$ cat src/rtl/alu_mult_seq.sv
// alu_mult_seq: 32x32 signed radix-2 Booth multiplier sequenced over the shared ALU.
// Returns the low product word plus a signed-32 overflow flag.
module alu_mult_seq (
   input  logic        clock,
   input  logic        ctrl_reset_n,
   input  logic        ctrl_MULT,
   input  logic [31:0] data_operandA,
   input  logic [31:0] data_operandB,
   output logic [31:0] data_result,
   output logic        data_exception,
   output logic        data_resultRDY,
   output logic        busy,
   output logic        alu_req,
   input  logic        alu_gnt,
   output logic [31:0] alu_operandA,
   output logic [31:0] alu_operandB,
   output logic [4:0]  alu_opcode,
   output logic [4:0]  alu_shiftamt,
   input  logic [31:0] alu_result,
   input  logic        alu_overflow
);
   typedef enum logic [1:0] {IDLE, STEP, DONE} state_t;
   state_t state, state_nxt;
   logic [31:0] a, q, m, sum, a_nxt, q_nxt;
   logic [4:0] count;
   logic q_1, s, need_alu, adv, last, start;
   assign need_alu = q[0] ^ q_1;
   assign start = ctrl_MULT && state != STEP;
   assign adv = state == STEP && (!need_alu || alu_gnt);
   assign last = adv && count == 5'd31;
   assign sum = need_alu ? alu_result : a;
   // true 33-bit sign of the add/sub; keeps M = 0x80000000 exact with a 32-bit A
   assign s = need_alu ? alu_result[31] ^ alu_overflow : a[31];
   assign a_nxt = {s, sum[31:1]};
   assign q_nxt = {sum[0], q[31:1]};
   assign alu_operandA = a;
   assign alu_operandB = m;
   assign alu_shiftamt = 5'b00000;
   always_ff @(posedge clock or negedge ctrl_reset_n)
      if (!ctrl_reset_n) state <= IDLE;
      else state <= state_nxt;
   always_comb begin
      state_nxt = state;
      if (state == STEP) state_nxt = last ? DONE : STEP;
      else state_nxt = ctrl_MULT ? STEP : IDLE;
   end
   always_comb begin
      busy = state == STEP;
      data_resultRDY = state == DONE;
      alu_req = busy && need_alu;
      alu_opcode = alu_req ? {4'b0000, q[0]} : 5'b00000;
   end
   always_ff @(posedge clock or negedge ctrl_reset_n) begin
      if (!ctrl_reset_n) begin
         a <= '0;
         q <= '0;
         q_1 <= 1'b0;
         m <= '0;
         count <= '0;
         data_result <= '0;
         data_exception <= 1'b0;
      end else if (start) begin
         m <= data_operandA;
         q <= data_operandB;
         a <= '0;
         q_1 <= 1'b0;
         count <= '0;
      end else if (adv) begin
         a <= a_nxt;
         q <= q_nxt;
         q_1 <= q[0];
         count <= count + 5'd1;
         if (last) begin
            data_result <= q_nxt;
            data_exception <= a_nxt != {32{q_nxt[31]}};
         end
      end
   end
endmodule

$ cat config.mk
export PLATFORM = sky130hd
export DESIGN_NAME = alu_mult_seq
export DESIGN_NICKNAME = d
export VERILOG_FILES = /design/src/rtl/alu_mult_seq.sv
export SDC_FILE = /design/constraint.sdc
export NUM_CORES = 1
export LEC_CHECK = 0
export BUFFER_PORTS_ARGS = -buffer_cell sky130_fd_sc_hd__buf_2
export CAP_MARGIN = 15
export CORE_UTILIZATION = 54
export DETAILED_ROUTE_END_ITERATION = 10
export PLACE_DENSITY = 0.88
export SETUP_SLACK_MARGIN = 0.02
export SLEW_MARGIN = 20
export SYNTH_ARGS = -nofsm -noshare
export SYNTH_HDL_FRONTEND = slang
export SYNTH_SLANG_ARGS = --single-unit
$ cat constraint.sdc
create_clock -name clock -period 3.2 [get_ports clock]
set_input_delay 0.32 -clock clock [delete_from_list [all_inputs] [get_ports clock]]
set_output_delay 0.32 -clock clock [all_outputs]
set_load 0.02 [all_outputs]
==> Implementation_results.wiki <==
{| class="wikitable"
! Metric !! Value
|-
| Run status || completed
|-
| Total wirelength of the detailed-routed design || 15800 um
|-
| Clock-pin slew on the worst setup and hold paths || 0.06 ns
|-
| Inserted Diodes || 0
|-
| I/O Buffers || roughly 200
|-
| Hold Vio Cnt, Final || 0
|-
| Number of setup violations in the final report || 0
|-
| Power per cell area || 950 mW/mm^2
|-
| Slew HR || between 40% and 50%
|-
| Initial antenna violation count || 0
|-
| Final clock skew || 0.00815 ns
|-
| Num CTS Buffers || 17
|-
| Commonest non-fill, non-tap cell in the layout || sky130_fd_sc_hd__buf_2
|-
| Ports || around 210
|-
| Vias in the first global route || ~5.2k
|-
| Setup Crit Path Kind || reg2reg
|-
| Gr usage total || 27.6%
|-
| Number of instances in the placed design || 910
|-
| CP peak stage delay || 0.49 ns
|-
| Number of fillers in the final layout || ~800
|-
| Row Count || 38
|-
| Number of different library cells in the post-synthesis netlist || 40
|-
| Worst Path Arrival || between 2 and 3 ns
|-
| Number of setup buffers added after CTS || 0
|-
| Synth warnings || 0
|-
| Largest net degree at the start of global routing || 86
|-
| Count of flip-flops with a built-in enable after synthesis || 0
|-
| Transition time at the pin with the least slew margin || around 0.8 ns
|-
| Fraction of post-synthesis cell area in the top cell type by area || a little under three fifths
|-
| Vias per cell || about 5.6
|-
| H-tree lvl count || 4
|-
| Async SR Flop Fraction || 100%
|-
| Highest-count cells in the layout ignoring fill and taps || 200 x sky130_fd_sc_hd__buf_2, 169 x sky130_fd_sc_hd__nand2_1, 137 x sky130_fd_sc_hd__dfrtp_1
|-
| Area grow syn2layout || 27.6%
|-
| Ordered cell list for the critical path || xnor2_2 > o21a_2 > nand2_4 > nor4_1 > a211oi_1
|-
| Cell type with the largest total area after synthesis || sky130_fd_sc_hd__dfrtp_1
|-
| Fin cells || 943
|-
| Routability congestion estimate from global placement || 0.877
|-
| Largest fanout on the critical path || 36
|-
| Min cycle time layout || roughly 2.5 ns
|-
| Effective utilization at floorplan || 55.9%
|-
| Final-report max-slew violation count || 0
|-
| Cell family contributing the most delay on the critical path || simple AND/OR/NAND/NOR gates
|-
| Number of violations of the max-capacitance limit || 0
|-
| Final #Nets || around 900
|-
| Average footprint of a synthesized cell || between 10 and 15 um^2
|-
| Worst IR drop on VDD || roughly 0.56 mV
|-
| Number of register bits inferred by synthesis || 137
|-
| Final period util || 78.7%
|-
| Total grt overflow || 0
|-
| Worst Path Required || 3.47 ns
|-
| TritonCTS clock tree || done
|-
| CORE AREA || 0.0109 mm^2
|-
| Die extent in x || 108 um
|-
| Worst R2R Setup Slack || 0.68 ns
|-
| Crit path capture type || flop
|-
| Dominant cells by area after synthesis || sky130_fd_sc_hd__dfrtp_1 56%, sky130_fd_sc_hd__nand2_1 10%, sky130_fd_sc_hd__mux2_1 5.2%
|-
| Unrepaired setup endpoints after global routing || false
|-
| Class of the tightest hold or removal check || in2reg
|-
| Die Height || 108 um
|-
| DR vias || 5301
|-
| Wire length of the first global-routing pass || approximately 25000 um
|-
| Number of design rule violations left after detail routing || 0
|-
| Detailed router's first-iteration violation count || 470
|-
| Dominant register cell in the synthesized netlist || sky130_fd_sc_hd__dfrtp_1
|-
| HPWL reported at the end of detailed placement || 11000 um
|-
| Final Hold Slack || 0.106 ns
|-
| Antenna-violating nets left || 0
|-
| Sum of buffers and inverters on the critical path || 0
|-
| Clk buf depth || 2
|-
| Clock insertion delay at the later pin of the skew report || 0.41 ns
|-
| Synthesized cell area || 0.00611 mm^2
|-
| Startpoint type of the worst setup path || flop
|-
| Setup_tns || 0 ns
|-
| Crit-path slowest cell || sky130_fd_sc_hd__xnor2_2
|-
| Cells after synthesis || 600
|-
| Pre-Repair DR Iteration Count || 7
|-
| Leakage power || roughly 4.2 nW
|-
| Average wire per cell in the routed design || 16.8 um
|-
| Highest clock rate || about 0.40 GHz
|-
| Fraction of layout cells with a size suffix above 1 || 31.0%
|-
| CTS root buffer || sky130_fd_sc_hd__clkbuf_16
|-
| Total die area || 0.0117 mm^2
|-
| TritonCTS sink count || 137
|-
| Share of synthesized area occupied by flip-flops and latches || 56.1%
|}
## cell usage after synthesis (2+ instances only)
cell	number
sky130_fd_sc_hd__nand2_1	170
sky130_fd_sc_hd__dfrtp_1	137
sky130_fd_sc_hd__o21ai_0	41
sky130_fd_sc_hd__nand3_1	35
sky130_fd_sc_hd__a22oi_1	31
sky130_fd_sc_hd__mux2i_1	30
sky130_fd_sc_hd__mux2_1	28
sky130_fd_sc_hd__nand4_1	16
sky130_fd_sc_hd__nor4_1	16
sky130_fd_sc_hd__clkbuf_1	15
sky130_fd_sc_hd__buf_4	12
sky130_fd_sc_hd__nor2_1	11
sky130_fd_sc_hd__buf_2	10
sky130_fd_sc_hd__buf_6	4
sky130_fd_sc_hd__inv_1	4
sky130_fd_sc_hd__nor3_1	4
sky130_fd_sc_hd__a21oi_1	3
sky130_fd_sc_hd__a31oi_1	3
sky130_fd_sc_hd__buf_1	3
sky130_fd_sc_hd__mux2_2	3
sky130_fd_sc_hd__ha_1	2
sky130_fd_sc_hd__nand4b_1	2
sky130_fd_sc_hd__or4_1	2
sky130_fd_sc_hd__xor2_1	2
## worst register-to-register path, stage by stage, from the launching register on
cell	delay [ns]
sky130_fd_sc_hd__dfrtp_1	0.48
sky130_fd_sc_hd__xnor2_2	0.49
sky130_fd_sc_hd__o21a_2	0.49
sky130_fd_sc_hd__nand2_4	0.40
sky130_fd_sc_hd__nor4_1	0.40
sky130_fd_sc_hd__a211oi_1	0.13
## registers in the layout, indices dropped and copies added (netlist names)
| signal | cells |
|---|---|
| alu_operandA | 32 |
| alu_operandB | 32 |
| q_1 | 1 |
| state | 2 |
| count | 5 |
| data_result | 32 |
| q | 32 |
| data_exception | 1 |
## cell type report
class                   instances  area [um^2]  share of cell area, %
clock inverters                11          144                   1.85
clock buffers                  21          480                   6.16
flip-flops and latches        137         3430                   44.0
multi-input cells             423         2480                   31.8
repair buffers                207         1070                   13.8
well taps                     140          175                   2.25
inverters                       4         15.0                  0.193
## through the flow
stage	power, W	util (%)	area, um^2	setup slack [ns]
3_5_place_dp	0.00537	65.5	7160	0.708
5_1_grt	0.00783	71.3	7790	0.450
6_report	0.00740	71.3	7790	0.681
2_1_floorplan	0.00451	-	6140	1.47
4_1_cts	0.00742	71.3	7790	0.677
3_3_place_gp	0.00520	65.4	7150	0.799
## worst paths after layout
check	startpoint	to	cells after the start
max	q_1	data_exception	5
min	data_operandA[29]	alu_operandB[29]	3
max reg2reg	q_1	data_exception	5
min reg2reg	alu_operandB[0]	alu_operandB[0]	2
max in group asynchronous	ctrl_reset_n	data_result[31]	3
min in group asynchronous	ctrl_reset_n	alu_operandA[22]	2
## where the power goes
| part | switching [W] | total (W) | internal, W | leakage, nW |
|---|---|---|---|---|
| sequential | 0.000542 | 0.00283 | 0.00228 | 1.76 |
| combinational | 0.00160 | 0.00255 | 0.000945 | 2.13 |
| clock | 0.000721 | 0.00203 | 0.00131 | 0.297 |
| total | 0.00287 | 0.00740 | 0.00453 | 4.18 |
## logic make-up after synthesis
logic type	share of synthesized area (%)
other	0.0614
XOR/XNOR	0.696
buffers and inverters	4.38
AO/OA/AOI/OAI	8.54
AND/OR/NAND/NOR	19.2
flip-flops	56.1
adder cells (fa/ha/maj)	0.410
multiplexers	10.6
## metal layers
layer  global-route usage, %  share of wire [%]
met1                    34.8                 40
met2                    46.3                 50
met3                    6.75                7.5
met4                    9.85                2.0
met5                       0                  0
## what timing repair did
action | CTS | global route
gates resized for setup | 0 | 0
setup endpoints to repair | 0 | 0
endpoints found under the hold margin | 52 | 0
hold buffers | 1 | 0
Note: power is estimated with default switching activity, not from simulation.
